--- src/rtl/pu_riscv_dext_mq_pkg.sv ---
// Shared types for the PU-RISCV data external access path: tracking-queue
// entry layout and AHB-style transfer size encodings.
package pu_riscv_dext_pkg;

   typedef struct packed {
      logic       discard;
      logic       we;
      logic [2:0] size;
      logic [2:0] adr_lo;
   } dext_entry_t;

   localparam logic [2:0] HSIZE_BYTE  = 3'd0;
   localparam logic [2:0] HSIZE_HWORD = 3'd1;
   localparam logic [2:0] HSIZE_WORD  = 3'd2;
   localparam logic [2:0] HSIZE_DWORD = 3'd3;

endpackage

--- src/rtl/pu_riscv_dext_mq_if.sv ---
// LSU-side and BIU-side signal bundle of the data external access block.
// slave: the access block itself; master: whatever drives the LSU and BIU ends.
interface pu_riscv_dext_mq_if #(
   parameter int XLEN = 64,
   parameter int PLEN = 64
);
   logic            clr_i;
   logic            mem_req_i;
   logic [XLEN-1:0] mem_adr_i;
   logic [2:0]      mem_size_i;
   logic [2:0]      mem_type_i;
   logic            mem_lock_i;
   logic [2:0]      mem_prot_i;
   logic            mem_we_i;
   logic [XLEN-1:0] mem_d_i;
   logic            mem_adr_ack_o;
   logic [PLEN-1:0] mem_adr_o;
   logic [XLEN-1:0] mem_q_o;
   logic            mem_ack_o;
   logic            mem_err_o;
   logic            mem_busy_o;
   logic            biu_stb_o;
   logic            biu_stb_ack_i;
   logic [PLEN-1:0] biu_adri_o;
   logic [PLEN-1:0] biu_adro_i;
   logic [2:0]      biu_size_o;
   logic [2:0]      biu_type_o;
   logic            biu_lock_o;
   logic [2:0]      biu_prot_o;
   logic            biu_we_o;
   logic [XLEN-1:0] biu_d_o;
   logic [XLEN-1:0] biu_q_i;
   logic            biu_ack_i;
   logic            biu_err_i;

   modport slave (
      input  clr_i, mem_req_i, mem_adr_i, mem_size_i, mem_type_i, mem_lock_i,
             mem_prot_i, mem_we_i, mem_d_i, biu_stb_ack_i, biu_adro_i,
             biu_q_i, biu_ack_i, biu_err_i,
      output mem_adr_ack_o, mem_adr_o, mem_q_o, mem_ack_o, mem_err_o,
             mem_busy_o, biu_stb_o, biu_adri_o, biu_size_o, biu_type_o,
             biu_lock_o, biu_prot_o, biu_we_o, biu_d_o
   );

   modport master (
      output clr_i, mem_req_i, mem_adr_i, mem_size_i, mem_type_i, mem_lock_i,
             mem_prot_i, mem_we_i, mem_d_i, biu_stb_ack_i, biu_adro_i,
             biu_q_i, biu_ack_i, biu_err_i,
      input  mem_adr_ack_o, mem_adr_o, mem_q_o, mem_ack_o, mem_err_o,
             mem_busy_o, biu_stb_o, biu_adri_o, biu_size_o, biu_type_o,
             biu_lock_o, biu_prot_o, biu_we_o, biu_d_o
   );
endinterface

--- src/rtl/pu_riscv_dext_mq_tagq.sv ---
// Circular tracking queue for outstanding bus transactions; clr_mark_i flags
// every valid entry so its eventual response is swallowed.
module pu_riscv_dext_tagq
   import pu_riscv_dext_pkg::*;
#(
   parameter int DEPTH = 4
)(
   input  logic                     clk_i,
   input  logic                     rst_ni,
   input  logic                     push_i,
   input  dext_entry_t              push_data_i,
   input  logic                     pop_i,
   input  logic                     clr_mark_i,
   output dext_entry_t              head_o,
   output logic                     full_o,
   output logic                     empty_o,
   output logic [$clog2(DEPTH):0]   count_o
);
   localparam int AW = $clog2(DEPTH);
   localparam int CW = AW + 1;

   dext_entry_t         r_mem [DEPTH];
   logic [AW-1:0]       r_wp, r_rp;
   logic [CW-1:0]       r_cnt;
   logic [DEPTH-1:0]    w_valid;
   logic                w_push, w_pop;

   assign full_o  = (r_cnt == CW'(DEPTH));
   assign empty_o = (r_cnt == '0);
   assign count_o = r_cnt;
   assign head_o  = r_mem[r_rp];
   assign w_push  = push_i & ~full_o;
   assign w_pop   = pop_i & ~empty_o;

   // Slot i is live when its distance from the read pointer is below count.
   always_comb begin
      w_valid = '0;
      for (int i = 0; i < DEPTH; i++)
         w_valid[i] = ({1'b0, AW'(i) - r_rp} < r_cnt);
   end

   always_ff @(posedge clk_i or negedge rst_ni) begin
      if (!rst_ni) begin
         for (int i = 0; i < DEPTH; i++) r_mem[i] <= '0;
         r_wp  <= '0;
         r_rp  <= '0;
         r_cnt <= '0;
      end else begin
         if (clr_mark_i)
            for (int i = 0; i < DEPTH; i++)
               if (w_valid[i]) r_mem[i].discard <= 1'b1;
         if (w_push) begin
            r_mem[r_wp] <= push_data_i;
            r_wp        <= r_wp + 1'b1;
         end
         if (w_pop) r_rp <= r_rp + 1'b1;
         case ({w_push, w_pop})
            2'b10:   r_cnt <= r_cnt + 1'b1;
            2'b01:   r_cnt <= r_cnt - 1'b1;
            default: r_cnt <= r_cnt;
         endcase
      end
   end

endmodule

--- src/rtl/pu_riscv_dext_mq.sv ---
// Data external access: holds stalled requests toward the BIU, tracks up to DEPTH
// outstanding transfers and drops responses flushed by clr_i.
// Optional: PU_RISCV_DEXT_LOAD_ALIGN_EN aligns/zero-extends read data per request.
module pu_riscv_dext_mq
   import pu_riscv_dext_pkg::*;
#(
   parameter int XLEN  = 64,
   parameter int PLEN  = 64,
   parameter int DEPTH = 4
)(
   input logic               clk_i,
   input logic               rst_ni,
   pu_riscv_dext_mq_if.slave bus
);
   localparam int CW = $clog2(DEPTH) + 1;

   logic            r_hold_vld;
   logic [PLEN-1:0] r_adr;
   logic [2:0]      r_size, r_type, r_prot;
   logic            r_lock, r_we;
   logic [XLEN-1:0] r_d;

   logic            w_full, w_empty, w_stb, w_issue, w_resp, w_qual, w_hold_nxt;
   dext_entry_t     w_head, w_push_ent;
   logic [CW-1:0]   w_count;
   logic            w_unused;

   assign w_stb      = (bus.mem_req_i | r_hold_vld) & ~bus.clr_i & ~w_full;
   assign w_issue    = w_stb & bus.biu_stb_ack_i;
   assign w_hold_nxt = bus.clr_i ? 1'b0 : (bus.mem_req_i | r_hold_vld) & ~w_issue;

   always_ff @(posedge clk_i or negedge rst_ni) begin
      if (!rst_ni) begin
         r_hold_vld <= 1'b0;
         r_adr      <= '0;
         r_size     <= '0;
         r_type     <= '0;
         r_prot     <= '0;
         r_lock     <= 1'b0;
         r_we       <= 1'b0;
         r_d        <= '0;
      end else begin
         r_hold_vld <= w_hold_nxt;
         if (bus.mem_req_i && !r_hold_vld) begin
            r_adr  <= PLEN'(bus.mem_adr_i);
            r_size <= bus.mem_size_i;
            r_type <= bus.mem_type_i;
            r_prot <= bus.mem_prot_i;
            r_lock <= bus.mem_lock_i;
            r_we   <= bus.mem_we_i;
            r_d    <= bus.mem_d_i;
         end
      end
   end

   assign bus.biu_stb_o     = w_stb;
   assign bus.mem_adr_ack_o = w_issue;
   assign bus.biu_adri_o    = r_hold_vld ? r_adr  : PLEN'(bus.mem_adr_i);
   assign bus.biu_size_o    = r_hold_vld ? r_size : bus.mem_size_i;
   assign bus.biu_type_o    = r_hold_vld ? r_type : bus.mem_type_i;
   assign bus.biu_prot_o    = r_hold_vld ? r_prot : bus.mem_prot_i;
   assign bus.biu_lock_o    = r_hold_vld ? r_lock : bus.mem_lock_i;
   assign bus.biu_we_o      = r_hold_vld ? r_we   : bus.mem_we_i;
   assign bus.biu_d_o       = r_hold_vld ? r_d    : bus.mem_d_i;

   always_comb begin
      w_push_ent      = '0;
      w_push_ent.we   = bus.biu_we_o;
      w_push_ent.size = bus.biu_size_o;
`ifdef PU_RISCV_DEXT_LOAD_ALIGN_EN
      w_push_ent.adr_lo = bus.biu_adri_o[2:0];
`endif
   end

   assign w_resp = bus.biu_ack_i | bus.biu_err_i;

   pu_riscv_dext_tagq #(.DEPTH(DEPTH)) u_q (
      .clk_i       (clk_i),
      .rst_ni      (rst_ni),
      .push_i      (w_issue),
      .push_data_i (w_push_ent),
      .pop_i       (w_resp),
      .clr_mark_i  (bus.clr_i),
      .head_o      (w_head),
      .full_o      (w_full),
      .empty_o     (w_empty),
      .count_o     (w_count)
   );

   // An ack coinciding with an error is reported as the error only.
   assign w_qual        = ~w_empty & ~w_head.discard & ~bus.clr_i;
   assign bus.mem_err_o = bus.biu_err_i & w_qual;
   assign bus.mem_ack_o = bus.biu_ack_i & ~bus.biu_err_i & w_qual;
   assign bus.mem_busy_o = ~w_empty;
   assign bus.mem_adr_o  = bus.biu_adro_i;

`ifdef PU_RISCV_DEXT_LOAD_ALIGN_EN
   logic [XLEN-1:0] w_sh, w_q;
   always_comb begin
      w_sh = bus.biu_q_i >> {w_head.adr_lo, 3'b000};
      case (w_head.size)
         HSIZE_BYTE:  w_q = XLEN'(w_sh[7:0]);
         HSIZE_HWORD: w_q = XLEN'(w_sh[15:0]);
         HSIZE_WORD:  w_q = XLEN'(w_sh[31:0]);
         default:     w_q = w_sh;
      endcase
      if (w_head.we) w_q = '0;
   end
   assign bus.mem_q_o = w_q;
`else
   assign bus.mem_q_o = bus.biu_q_i;
`endif

   assign w_unused = ^{w_head, w_count};

`ifndef SYNTHESIS
   a_resp_empty: assert property (@(posedge clk_i) disable iff (!rst_ni)
      w_resp |-> !w_empty)
      else $error("dext: bus response with no outstanding transaction");
   a_cnt_range: assert property (@(posedge clk_i) disable iff (!rst_ni)
      w_count <= CW'(DEPTH))
      else $error("dext: tracking queue count out of range");
`endif

endmodule

--- src/flat_wrapper.sv ---
// flat-port wrapper written by rule: the top's interface ports become plain ports
module pu_riscv_dext_mq_flat import pu_riscv_dext_pkg::*;
#(
   parameter int XLEN  = 64,
   parameter int PLEN  = 64,
   parameter int DEPTH = 4
)
  (clk_i, rst_ni, bus_clr_i, bus_mem_req_i, bus_mem_adr_i, bus_mem_size_i, bus_mem_type_i, bus_mem_lock_i, bus_mem_prot_i, bus_mem_we_i, bus_mem_d_i, bus_biu_stb_ack_i, bus_biu_adro_i, bus_biu_q_i, bus_biu_ack_i, bus_biu_err_i, bus_mem_adr_ack_o, bus_mem_adr_o, bus_mem_q_o, bus_mem_ack_o, bus_mem_err_o, bus_mem_busy_o, bus_biu_stb_o, bus_biu_adri_o, bus_biu_size_o, bus_biu_type_o, bus_biu_lock_o, bus_biu_prot_o, bus_biu_we_o, bus_biu_d_o);
  pu_riscv_dext_mq_if #(.XLEN(XLEN), .PLEN(PLEN)) bus_i ();
  input logic clk_i;
  input logic rst_ni;
  input wire logic [$bits(bus_i.clr_i)-1:0] bus_clr_i;
  input wire logic [$bits(bus_i.mem_req_i)-1:0] bus_mem_req_i;
  input wire logic [$bits(bus_i.mem_adr_i)-1:0] bus_mem_adr_i;
  input wire logic [$bits(bus_i.mem_size_i)-1:0] bus_mem_size_i;
  input wire logic [$bits(bus_i.mem_type_i)-1:0] bus_mem_type_i;
  input wire logic [$bits(bus_i.mem_lock_i)-1:0] bus_mem_lock_i;
  input wire logic [$bits(bus_i.mem_prot_i)-1:0] bus_mem_prot_i;
  input wire logic [$bits(bus_i.mem_we_i)-1:0] bus_mem_we_i;
  input wire logic [$bits(bus_i.mem_d_i)-1:0] bus_mem_d_i;
  input wire logic [$bits(bus_i.biu_stb_ack_i)-1:0] bus_biu_stb_ack_i;
  input wire logic [$bits(bus_i.biu_adro_i)-1:0] bus_biu_adro_i;
  input wire logic [$bits(bus_i.biu_q_i)-1:0] bus_biu_q_i;
  input wire logic [$bits(bus_i.biu_ack_i)-1:0] bus_biu_ack_i;
  input wire logic [$bits(bus_i.biu_err_i)-1:0] bus_biu_err_i;
  output wire logic [$bits(bus_i.mem_adr_ack_o)-1:0] bus_mem_adr_ack_o;
  output wire logic [$bits(bus_i.mem_adr_o)-1:0] bus_mem_adr_o;
  output wire logic [$bits(bus_i.mem_q_o)-1:0] bus_mem_q_o;
  output wire logic [$bits(bus_i.mem_ack_o)-1:0] bus_mem_ack_o;
  output wire logic [$bits(bus_i.mem_err_o)-1:0] bus_mem_err_o;
  output wire logic [$bits(bus_i.mem_busy_o)-1:0] bus_mem_busy_o;
  output wire logic [$bits(bus_i.biu_stb_o)-1:0] bus_biu_stb_o;
  output wire logic [$bits(bus_i.biu_adri_o)-1:0] bus_biu_adri_o;
  output wire logic [$bits(bus_i.biu_size_o)-1:0] bus_biu_size_o;
  output wire logic [$bits(bus_i.biu_type_o)-1:0] bus_biu_type_o;
  output wire logic [$bits(bus_i.biu_lock_o)-1:0] bus_biu_lock_o;
  output wire logic [$bits(bus_i.biu_prot_o)-1:0] bus_biu_prot_o;
  output wire logic [$bits(bus_i.biu_we_o)-1:0] bus_biu_we_o;
  output wire logic [$bits(bus_i.biu_d_o)-1:0] bus_biu_d_o;
  assign bus_i.clr_i = bus_clr_i;
  assign bus_i.mem_req_i = bus_mem_req_i;
  assign bus_i.mem_adr_i = bus_mem_adr_i;
  assign bus_i.mem_size_i = bus_mem_size_i;
  assign bus_i.mem_type_i = bus_mem_type_i;
  assign bus_i.mem_lock_i = bus_mem_lock_i;
  assign bus_i.mem_prot_i = bus_mem_prot_i;
  assign bus_i.mem_we_i = bus_mem_we_i;
  assign bus_i.mem_d_i = bus_mem_d_i;
  assign bus_i.biu_stb_ack_i = bus_biu_stb_ack_i;
  assign bus_i.biu_adro_i = bus_biu_adro_i;
  assign bus_i.biu_q_i = bus_biu_q_i;
  assign bus_i.biu_ack_i = bus_biu_ack_i;
  assign bus_i.biu_err_i = bus_biu_err_i;
  assign bus_mem_adr_ack_o = bus_i.mem_adr_ack_o;
  assign bus_mem_adr_o = bus_i.mem_adr_o;
  assign bus_mem_q_o = bus_i.mem_q_o;
  assign bus_mem_ack_o = bus_i.mem_ack_o;
  assign bus_mem_err_o = bus_i.mem_err_o;
  assign bus_mem_busy_o = bus_i.mem_busy_o;
  assign bus_biu_stb_o = bus_i.biu_stb_o;
  assign bus_biu_adri_o = bus_i.biu_adri_o;
  assign bus_biu_size_o = bus_i.biu_size_o;
  assign bus_biu_type_o = bus_i.biu_type_o;
  assign bus_biu_lock_o = bus_i.biu_lock_o;
  assign bus_biu_prot_o = bus_i.biu_prot_o;
  assign bus_biu_we_o = bus_i.biu_we_o;
  assign bus_biu_d_o = bus_i.biu_d_o;
  pu_riscv_dext_mq #(.XLEN(XLEN), .PLEN(PLEN), .DEPTH(DEPTH)) u_core (.clk_i(clk_i), .rst_ni(rst_ni), .bus(bus_i));
endmodule
--- config.mk ---
export PLATFORM = sky130hd
export DESIGN_NAME = pu_riscv_dext_mq_flat
export DESIGN_NICKNAME = d
export VERILOG_FILES = /design/src/rtl/pu_riscv_dext_mq_pkg.sv /design/src/rtl/pu_riscv_dext_mq_if.sv /design/src/rtl/pu_riscv_dext_mq_tagq.sv /design/src/rtl/pu_riscv_dext_mq.sv /design/src/flat_wrapper.sv
export SDC_FILE = /design/constraint.sdc
export NUM_CORES = 1
export LEC_CHECK = 0
export BUFFER_PORTS_ARGS = -buffer_cell sky130_fd_sc_hd__buf_2
export CAP_MARGIN = 0
export CORE_AREA = 2 2 214 216
export DETAILED_ROUTE_END_ITERATION = 12
export DIE_AREA = 0 0 216 218
export SLEW_MARGIN = 5
export SYNTH_ARGS = -nofsm -noshare
export SYNTH_HDL_FRONTEND = slang
export SYNTH_HIERARCHICAL = 1
export SYNTH_SLANG_ARGS = --single-unit
--- constraint.sdc ---
create_clock -name clk_i -period 2.3 [get_ports clk_i]
set_input_delay 0.115 -clock clk_i [delete_from_list [all_inputs] [get_ports clk_i]]
set_output_delay 0.115 -clock clk_i [all_outputs]
set_load 0.02 [all_outputs]
Word-level counts from Yosys, hierarchy flattened --
Cells that the tools add are included. Widths: inputs -> output; s select.
Word-level totals: bits in registers 179, input bits 274, output and inout bits 272, logic and storage cells 95
Operators by class: add/subtract/negate cells 8, order comparisons 7, equality and inequality tests 3, mux-type cells 24, bitwise logic cells 21, reductions and logical operators 5
Operators by type and width (number):
- $mux 64 | 2
- $bwmux 32 | 1
- $mux 32 | 1
- $mux 8 | 3
- $bmux 8 s2 | 1
- $demux 8 s2 | 1
- $lt 2x3->1 | 4
- $and 1x1->1 | 11
- $mux 1 | 11
- $mux 3 | 3
- $ge 3x3->1 const B | 2
- $not 1->1 | 6
- $not 2->3 | 2
- $pmux 3 s2 | 1
- $add 2x1->2 const B | 2
- $sub 1x2->2 const A | 2
- $sub 2x2->2 const A | 2
- $add 3x1->3 const B | 1
- $eq 3x3->1 const B | 1
- $logic_not 3->1 | 1
- $lt 3x1->1 const B | 1
- $sub 3x1->3 const B | 1
- $eq 2x1->1 const B | 1
- $eq 2x2->1 const B | 1
- 4 further kinds | 6

Logic depth before layout (Yosys ltp) --
depth in word-level cells 8, gate-level depth with buffers 11, mapped depth without buffers 10

By module --
Netlist, hierarchy kept.
Modules (own cells, without submodules):
- pu_riscv_dext_mq | times used 1, cells each 589, area an instance 8282.9 sq um, seq. area each 3503.4 sq um
- pu_riscv_dext_tagq | times used 1, cells each 147, area an instance 2048.2 sq um, seq. area each 975.9 sq um

Least setup slack after synthesis --
Ideal clock, no wire load.
path kind reg2reg, from register u_core.r_hold_vld, to register u_core.u_q.r_cnt[1], in the netlist u_core/u_q/count_o[1], setup time 0.083 ns, arrival time 2.786 ns, required time 2.217 ns, slack -0.569 ns, stages on the path, launching flop included 10, path buffers 2, clock period less this slack 2.869 ns, cell sequence dfrtp_1 -> buf_2 -> buf_2 -> o21bai_1 -> nor3b_1 -> nand2_1 -> ha_1 -> inv_1 -> fa_1 -> o21ai_0
On the way: word-level cells in the longest chain between the ends 7, elaborated cells on any way between the ends 9, those cells by class eq/ne (2); mux (1); bitwise (5); reduce/logical (1)
RTL lines:
- start, declared | RTL line pu_riscv_dext_mq.sv:17 | logic r_hold_vld;
- start signal, assigned | RTL line pu_riscv_dext_mq.sv:43 | r_hold_vld <= w_hold_nxt;
- $or 1x1->1 * | RTL line pu_riscv_dext_mq.sv:28 | assign w_stb = (bus.mem_req_i | r_hold_vld) & ~bus.clr_i & ~w_full;
- $and 1x1->1 * (2 in a row) | RTL line pu_riscv_dext_mq.sv:28
- $and 1x1->1 * | RTL line pu_riscv_dext_mq.sv:29 | assign w_issue = w_stb & bus.biu_stb_ack_i;
- via bus_mem_adr_ack_o | RTL line flat_wrapper.sv:26 | output wire logic [$bits(bus_i.mem_adr_ack_o)-1:0] bus_mem_adr_ack_o;
- $and 1x1->1 * | RTL line pu_riscv_dext_mq_tagq.sv:32 | assign w_push = push_i & ~full_o;
- $eq 2x1->1 / $eq 2x2->1 (equally long branches) | RTL line pu_riscv_dext_mq_tagq.sv:57 | case ({w_push, w_pop})
- $pmux 3 s2 / $reduce_bool 2->1 (equally long branches)
- end signal, assigned | RTL line pu_riscv_dext_mq_tagq.sv:58 | 2'b10: r_cnt <= r_cnt + 1'b1;
- end signal, assigned | RTL line pu_riscv_dext_mq_tagq.sv:59 | 2'b01: r_cnt <= r_cnt - 1'b1;
- end signal, assigned | RTL line pu_riscv_dext_mq_tagq.sv:60 | default: r_cnt <= r_cnt;
- end, declared | RTL line pu_riscv_dext_mq_tagq.sv:24 | logic [CW-1:0] r_cnt;
Mark *: on every way through the listed nets, which the timed path passes. The rest lies on a longest branch. A chain may end at the register's enable or synchronous reset.

Final worst setup path --
from register u_core.u_q.r_cnt[0], in the netlist u_core/u_q/count_o[0], to register u_core.u_q.r_cnt[2], in the netlist u_core/u_q/count_o[2]
On the way: word-level cells in the longest chain between the ends 7, elaborated cells on any way between the ends 14, those cells by class add/sub (2); eq/ne (3); mux (1); bitwise (6); reduce/logical (2)
RTL lines:
- $eq 3x3->1 * | RTL line pu_riscv_dext_mq_tagq.sv:28 | assign full_o = (r_cnt == CW'(DEPTH));
- via u_core.w_full | RTL line pu_riscv_dext_mq.sv:23 | logic w_full, w_empty, w_stb, w_issue, w_resp, w_qual, w_hold_nxt;
- $not 1->1 * | RTL line pu_riscv_dext_mq_tagq.sv:32, pu_riscv_dext_mq.sv:28
- $and 1x1->1 | RTL line pu_riscv_dext_mq.sv:28
- $and 1x1->1 | RTL line pu_riscv_dext_mq.sv:29
- $and 1x1->1 * | RTL line pu_riscv_dext_mq_tagq.sv:32
- $eq 2x1->1 / $eq 2x2->1 (equally long branches) | RTL line pu_riscv_dext_mq_tagq.sv:57
- $pmux 3 s2 / $reduce_bool 2->1 (equally long branches)
Marked as above.

==> summary.md <==
| Metric | Value |
|---|---|
| Worst path required time | 2.68 ns |
| Final hold vios | 0 |
| Die Width | 216 um |
| Period minus WS final | 2.16 ns |
| Total power | 9760 uW |
| Largest net degree at the start of global routing | 140 |
| Mean Syn Cell Area | 13.5 sq um |
| Setup Viol. Count Final | 0 |
| Yosys warnings | 6 |
| First-pass detailed-route iteration total | 4 |
| Share of cells above drive strength 1 | 63.4% |
| Port Buf Inserts | 289 |
| FMAX | 0.463 GHz |
| Worst VDD drop | 0.000367 V |
| Via-per-instance ratio | 3.83 |
| Startpoint type of the worst setup path | flip-flop |
| Number of buffers added for setup after CTS | 0 |
| Max Root-Sink Buffers | 2 |
| PD cells | 787 nW/um^2 |
| Dpl ws | 0.120 ns |
| GP Congestion | 0.731 |
| Cell Chain, Critical Path | or3b_4 -> inv_4 -> nor3b_4 -> nand2_1 -> ha_1 -> inv_1 -> fa_1 -> xor2_1 -> nor2_1 -> xnor2_1 |
| Post-route clock skew | 0.0128 ns |
| Syn Inst Count | 672 |
| Skew-Pair Late Insertion Delay | 0.47 ns |
| N_diodes | 0 |
| # clock sinks | 151 |
| Post-route cell area | 12,400 sq um |
| First-pass GRT wire length | 34,500 um |
| Static leakage | 0.00571 uW |
| Crit Path Class | flip-flop to flip-flop |
| Crit path max fanout | 6 |
| Vias | 6,095 |
| Io pins | 546 |
| Clk root buf | clkbuf_16 |
| Worst-path clk slew | 0.06 ns |
| Final period utilization | 93.9% |
| Status | complete, no violations |
| Max cap viols | 0 |
| Most frequent cells in the layout | 288 x buf_2, 179 x mux2_2, 150 x dfrtp_1 |
| Critical path data arrival time | 2.54 ns |
| Most common cell after layout, fill and taps aside | buf_2 |
| Max Transition Viols Final | 0 |
| Slew HR | 61.9% |
| Vias in the first global route | 6,629 |
| Final-stage net count | 1,263 |
| CTS tree | done |
| DRT Wirelength | 22,500 um |
| Worst-Margin Slew | 0.572 ns |
| DRC | 0 |
| Max stage delay on crit path | 0.44 ns |
| Worst Setup End Kind | flip-flop |
| Post-Place Cell Area | 10,300 sq um |
| RSZ-0062 raised after global routing | no |
| Type of the worst min-delay path | primary input to flip-flop |
| Antenna viol nets, final | 0 |
| H-tree depth | 4 |
| GRT Total Usage | 9.41% |
| Post-route setup slack | 0.141 ns |
| Grt total ovfl | 0 |
| Dpl hpwl | 14,600 um |
| Syn-to-layout area delta | 36.2% |
| Row count | 78 |
| Initial antenna violation count | 0 |
| Netlist Area Pre-Place | 9100 sq um |
| Core area | 44,900 sq um |
| CTS Buf Count | 17 |
| Drt wl/cell | 14.1 um |
| Iteration-0 DRC Markers | 278 |
| Setup TNS | 0 ns |
| Slowest-stage cell, CP | or3b_4 |
| Die Span Y | 218 um |
| Die area | 47,100 sq um |
| Initial Util | 20.3% |
==> power by group <==
group / switching [uW] / internal, uW / leakage (uW) / total, uW
clock network: 1170 / 1870 / 0.000304 / 3040
logic: 1530 / 1740 / 0.00366 / 3270
registers: 295 / 3160 / 0.00175 / 3450
==> path summary, 6_finish.rpt <==
check                                                          to  slack (ns)                         startpoint  depth (start not counted)
worst max-delay path            u_core/u_q/count_o[2]$_DFFE_PN0P_        0.14  u_core/u_q/count_o[0]$_DFFE_PN0P_                         10
worst min-delay path                  u_core/r_hold_vld$_DFF_PN0_        0.08                      bus_mem_req_i                          3
worst max register to register  u_core/u_q/count_o[2]$_DFFE_PN0P_        0.14  u_core/u_q/count_o[0]$_DFFE_PN0P_                         10
worst min register to register       u_core/r_adr[57]$_DFFE_PN0P_        0.50       u_core/r_adr[57]$_DFFE_PN0P_                          1
max in group asynchronous              u_core/r_d[15]$_DFFE_PN0P_        1.59                             rst_ni                          3
min in group asynchronous            u_core/r_adr[33]$_DFFE_PN0P_        0.20                             rst_ni                          3
==> what timing repair did <==
| item | CTS | global route |
|---|---|---|
| hold buffers | 142 | 0 |
| resized for setup | 1 | 1 |
| hold endpoints to repair | 293 | 0 |
| cloned | 0 | 1 |
| setup endpoints to repair | 49 | 48 |
==> worst max-delay path: cells and delay by family, from the launching register on <==
family / cells / cell delay (ns)
simple gates: 4 / 0.69
fa+ha+maj: 2 / 0.56
flops: 1 / 0.38
xor+xnor: 2 / 0.28
buf+inv: 2 / 0.17
==> final cells by class <==
class,instances,area [sq um]
sequential,151,3780
timing repair buffer,452,3130
fill,4597,32500
inverter,16,62.6
clock inverter,11,171
clock buffer,21,460
multi-input combinational,341,4030
tap,600,751
==> sequential cells by signal, summed over array words and instances (netlist names), 2 cells and up <==
signal	cells
u_core/r_adr	64
u_core/r_d	64
u_core/r_prot	3
u_core/r_size	3
u_core/r_type	3
u_core/u_q/count_o	3
u_core/u_q/r_mem	4
u_core/u_q/r_rp	2
u_core/u_q/r_wp	2
==> layer usage <==
metal / routed length, um / track usage, % / vias up
li1: - / - / 2815
met1: 8600 / 9.67 / 2981
met2: 11400 / 15.9 / 252
met4: 640 / 5.53 / 0
met5: 0 / 0 / -
met3: 1840 / 4.20 / 47
==> per-stage QoR <==
step	hold slack, ns	instances	utilization [%]
finish	0.0813	1592	27.6
global route	0.0622	1592	27.6
detailed placement	0.134	1417	23.0
global placement	0.137	1417	23.0
CTS	0.0205	1591	27.5
floorplan	-0.181	674	-
(Power assumes the default switching activity.)
